File: src/rtl/el2_dec_gpr_wb_arb.sv
`default_nettype none
// el2_dec_gpr_wb_arb: GPR writeback arbiter, port 0 in-order, port 1 drains a late-writeback queue.
// Optional RV_GPR_WB_BYPASS_EN lets a secondary write skip an empty queue. Revision 1.0
module el2_dec_gpr_wb_arb #(
  parameter int QDEPTH = 4
) (
  input  logic                     clk,
  input  logic                     rst_l,
  input  logic                     p_wen,
  input  logic [4:0]               p_waddr,
  input  logic [31:0]              p_wd,
  input  logic                     s_valid,
  output logic                     s_ready,
  input  logic [4:0]               s_waddr,
  input  logic [31:0]              s_wd,
  input  logic                     flush,
  output logic                     wen0,
  output logic [4:0]               waddr0,
  output logic [31:0]              wd0,
  output logic                     wen1,
  output logic [4:0]               waddr1,
  output logic [31:0]              wd1,
  output logic [31:1]              gpr_pend,
  output logic [$clog2(QDEPTH):0]  q_cnt
);

  localparam int AW = $clog2(QDEPTH);
  localparam int CW = AW + 1;

  logic [4:0]        addr_q [QDEPTH];
  logic [31:0]       data_q [QDEPTH];
  logic [QDEPTH-1:0] live_q;
  logic [QDEPTH-1:0] live_nxt;
  logic [AW-1:0]     rd_ptr;
  logic [AW-1:0]     wr_ptr;
  logic [CW-1:0]     cnt;

  logic        empty;
  logic        head_live;
  logic        head_sup;
  logic [4:0]  head_addr;
  logic [31:0] head_data;
  logic        pop;
  logic        push;
  logic        q_wen;
  logic        s_conflict;
  logic        s_live;
  logic        bypass;

  assign wen0   = p_wen & (p_waddr != 5'd0);
  assign waddr0 = p_waddr;
  assign wd0    = p_wd;

  assign empty     = (cnt == '0);
  assign s_ready   = (cnt < CW'(QDEPTH));
  assign q_cnt     = cnt;
  assign head_addr = addr_q[rd_ptr];
  assign head_data = data_q[rd_ptr];
  assign head_live = live_q[rd_ptr];

  // A same-cycle primary write to the head's register is younger, so the head dies silently.
  assign head_sup   = p_wen & (p_waddr == head_addr);
  assign pop        = ~empty & ~flush;
  assign q_wen      = pop & head_live & ~head_sup;
  assign s_conflict = p_wen & (p_waddr == s_waddr);
  assign s_live     = (s_waddr != 5'd0) & ~s_conflict;

`ifdef RV_GPR_WB_BYPASS_EN
  assign bypass = empty & s_valid & (s_waddr != 5'd0) & ~flush & ~s_conflict;
`else
  assign bypass = 1'b0;
`endif

  assign push = s_valid & s_ready & ~flush & ~bypass;
  assign wen1 = q_wen | bypass;

  always_comb begin
    waddr1 = 5'd0;
    wd1    = 32'd0;
    if (bypass) begin
      waddr1 = s_waddr;
      wd1    = s_wd;
    end else if (q_wen) begin
      waddr1 = head_addr;
      wd1    = head_data;
    end
  end

  always_comb begin
    live_nxt = live_q;
    for (int i = 0; i < QDEPTH; i++) begin
      if (p_wen && (addr_q[i] == p_waddr)) live_nxt[i] = 1'b0;
    end
    if (pop)  live_nxt[rd_ptr] = 1'b0;
    if (push) live_nxt[wr_ptr] = s_live;
  end

  always_comb begin
    gpr_pend = '0;
    for (int i = 0; i < QDEPTH; i++) begin
      for (int j = 1; j < 32; j++) begin
        if (live_q[i] && (addr_q[i] == 5'(j))) gpr_pend[j] = 1'b1;
      end
    end
  end

  always_ff @(posedge clk or negedge rst_l) begin
    if (!rst_l) begin
      rd_ptr <= '0;
      wr_ptr <= '0;
      cnt    <= '0;
      live_q <= '0;
      for (int i = 0; i < QDEPTH; i++) begin
        addr_q[i] <= 5'd0;
        data_q[i] <= 32'd0;
      end
    end else if (flush) begin
      rd_ptr <= '0;
      wr_ptr <= '0;
      cnt    <= '0;
      live_q <= '0;
    end else begin
      live_q <= live_nxt;
      if (pop) rd_ptr <= rd_ptr + AW'(1);
      if (push) begin
        addr_q[wr_ptr] <= s_waddr;
        data_q[wr_ptr] <= s_wd;
        wr_ptr         <= wr_ptr + AW'(1);
      end
      if (push && !pop)      cnt <= cnt + CW'(1);
      else if (pop && !push) cnt <= cnt - CW'(1);
    end
  end

endmodule
`default_nettype wire
File: config.mk
export PLATFORM = sky130hd
export DESIGN_NAME = el2_dec_gpr_wb_arb
export DESIGN_NICKNAME = d
export VERILOG_FILES = /design/src/rtl/el2_dec_gpr_wb_arb.sv
export SDC_FILE = /design/constraint.sdc
export NUM_CORES = 1
export LEC_CHECK = 0
export ABC_AREA = 1
export CAP_MARGIN = 20
export CORE_ASPECT_RATIO = 0.5
export CORE_MARGIN = 2
export CORE_UTILIZATION = 50
export DETAILED_ROUTE_END_ITERATION = 16
export PLACE_DENSITY = 0.83
export SYNTH_ARGS = -nofsm -noshare
export SYNTH_HDL_FRONTEND = slang
export SYNTH_SLANG_ARGS = --single-unit
File: constraint.sdc
create_clock -name clk -period 3.9 [get_ports clk]
set_input_delay 0.78 -clock clk [delete_from_list [all_inputs] [get_ports clk]]
set_output_delay 0.78 -clock clk [all_outputs]
set_load 0.05 [all_outputs]
==> run metrics <==
status=complete, no violations; Layout area overhead=17.41%; Synth warnings=0; Via density=around 5.6; I/O pins=190; Worst Path Buf+Inv=3; all-layer global routing usage=28.28%; reg2reg setup slack=1.80 ns; Cell variety after synth=30; Worst Skew=0.01021 ns; core box area=18260 um^2; Final ANT Viol Nets=0; remaining global-route overflow=0; insertion delay to the later sink of the worst-skew pair=0.42 ns; CP max FO=21; Reg clk slew, reported paths=0.07 ns; Critical Path Most Common Cell=nand2_1; crit-path cells=inv_2 > nand2_1 > nand3_1 > nand2_1 > nand2_1 > nand2_1 > nor2_1 > nand3_2 > nand2_2 > buf_4 > nor2_1 > buf_4; Routed WL=27650 um; layout cells sized above 1=9.216%; Cell Pwr Density=between 700 and 800 nW/um^2; beginning of the worst register-to-register path=q_cnt[2]; R2R cell count=7; Vias=9124; cts bufs inserted=17; Rows=35; Placer Congestion=between 1 and 1.5; n_diodes=0; maxcap violations=0; RR Endpoint=data_q[81]; CP startpoint=rd_ptr[0]; Slew Limit Fails=0; Post-CTS Setup Inserts=0; crit end category=primary output; Mean Syn Cell Area=between 7 and 8 um^2; #FFs+latches synth=159; Die Y=about 100 um; final setup TNS=0 ns; vias in the first global route=about 8400; Pre-antenna DRT Iters=5; Cell Area, Synth=roughly 9300 um^2; CTS root buf=clkbuf_16; startpoint types=register; Iter 0 DRT Violations=~940; chip width=between 150 and 200 um; Synth Net Count=between 1000 and 1500; top cells by area, synth=dfrtp_1 (43%), nand2_1 (14%), o21ai_0 (12%); first-pass GRT wire length=44270 um; CP delay by family, top=simple AND/OR/NAND/NOR gates; crit path kind=register to primary output; Rel. slew slack=45.47%; total chip power=8.585 mW; minimum clock period=3.539 ns; RSZ-0062 raised after global routing=no; CP Capture Point=waddr1[0]; Hold Path Class=primary input to async pin; routed length per placed instance=17.09 um; die footprint=19710 um^2; CTS tree=yes; post-DP HPWL=18720 um; Initial Util=50.76%; post-synth top area cell=dfrtp_1; worst slew pin tran=0.8180 ns; worst IR drop on VDD=roughly 0.00037 V; Hold Worst Slack=0.4198 ns; P_leak=5.163 nW; Final period util=roughly nine tenths; Layout Utilization=about three fifths; Resized Gates After CTS=0; Final setup viols=0; Crit path largest cell delay=0.57 ns; H-tree Lvls=4; Stages on worst setup path=12; Syn Inst Count=1306; WP data required=3.12 ns; number of remaining DRC errors=0; hold buffer count at CTS=0; sequential fraction of the synthesis area=around 43%; Crit path arrival time=between 2 and 3 ns; largest net degree at the start of global routing=89; Max Buffers Root-to-Sink=2; initial antenna violation count=0; slowest CP cell=dfrtp_2; share of the synthesized area in the top cell type=42.93%; Hold Vio Cnt, Final=0; clock sink total=roughly 160; FMAX=282.5 MHz; I/O Buffers=125; fin nets=1453
-- where the power goes --
group | internal (mW) | switching [mW]
Clock | 0.860 | 0.782
Sequential | 2.39 | 0.563
Combinational | 1.24 | 2.75
-- state kept, by name, indices dropped and copies added (netlist names) --
| register | cells |
|---|---|
| wr_ptr | 2 |
| rd_ptr | 2 |
| data_q | 128 |
| addr_q | 20 |
| live_q | 4 |
| q_cnt | 3 |
-- metrics by stage --
| stage | cell area [um^2] | instances | worst slack [ns] |
|---|---|---|---|
| floorplan | 9269 | 1306 | 0.6664 |
| global placement | 10290 | 1586 | 0.5072 |
| detailed placement | 10290 | 1586 | 0.4513 |
| CTS | 10880 | 1618 | 0.3915 |
| global route | 10880 | 1618 | 0.1964 |
| finish | 10880 | 1618 | 0.3606 |
-- per-layer routing --
layer  track usage (%)  routed length [um]  up-vias  part of all wire, %
li1                  -                   -     4291                    -
met1             38.17               11740     4326                   42
met2             46.29               12980      430                   47
met3             4.839                2191       77                  7.9
met4             10.61                 736        0                  2.7
met5                 0                   0        -                    0
-- cell usage in the layout (no fill, tap or decap), drive strengths merged, types with 8 or more instances in the layout --
cell	count
a21oi	15
o21ai	221
o22ai	44
nand2	358
dfrtp	159
clkdlybuf4s50	85
nand3	30
inv	133
nor2	184
buf	59
ha	8
clkbuf	17
nand4	34
-- layout make-up --
type / instances / area (um^2)
clock buffers: 17 / 425.4
clock inverters: 15 / 168.9
fillers: 1624 / 7378
inverters: 129 / 484.2
multi-input cells: 914 / 4189
flip-flops and latches: 159 / 3980
well taps: 240 / 300.3
repair buffers: 144 / 1335
-- worst min-delay path by stage --
stage	startpoint	slack [ns]	cells after the start	to
floorplan	data_q[32]	0.45	2	data_q[32]
global placement	data_q[78]	0.46	2	data_q[78]
detailed placement	data_q[86]	0.47	2	data_q[86]
CTS	rst_l	0.45	1	data_q[103]
global route	rst_l	0.49	1	data_q[103]
finish	rst_l	0.42	1	data_q[103]
-- cells in the mapped netlist --
cell type and count:
nand2_1 353, o21ai_0 221, nor2_1 163, dfrtp_1 159, inv_1 125, o22ai_1 44
clkbuf_1 40, buf_4 37, nand4_1 34, nand3_1 27, nor2_2 21, buf_2 19
a21oi_1 15, ha_1 8, buf_6 7, nor3_1 6, xor2_1 6, nand2_2 5
clkinv_1 3, nand3_2 3, a21boi_0 1, a21boi_1 1, a221oi_1 1, a22o_1 1
a22oi_1 1, buf_8 1, fa_1 1, inv_2 1, nor4_1 1, or2_2 1
-- cells by family (layout without fill, tap and decap cells) --
family	Yosys count	in the layout	share of synthesized area [%]
and+or+nand+nor	614	614	27.19
AOI/OAI and AO/OA	285	285	16.14
buffers and inverters	233	305	11.88
DFF	159	159	42.93
adders and majority gates	9	9	1.296
xor gates and xnor gates	6	6	0.5670
Note: power is estimated with default switching activity, not from simulation.
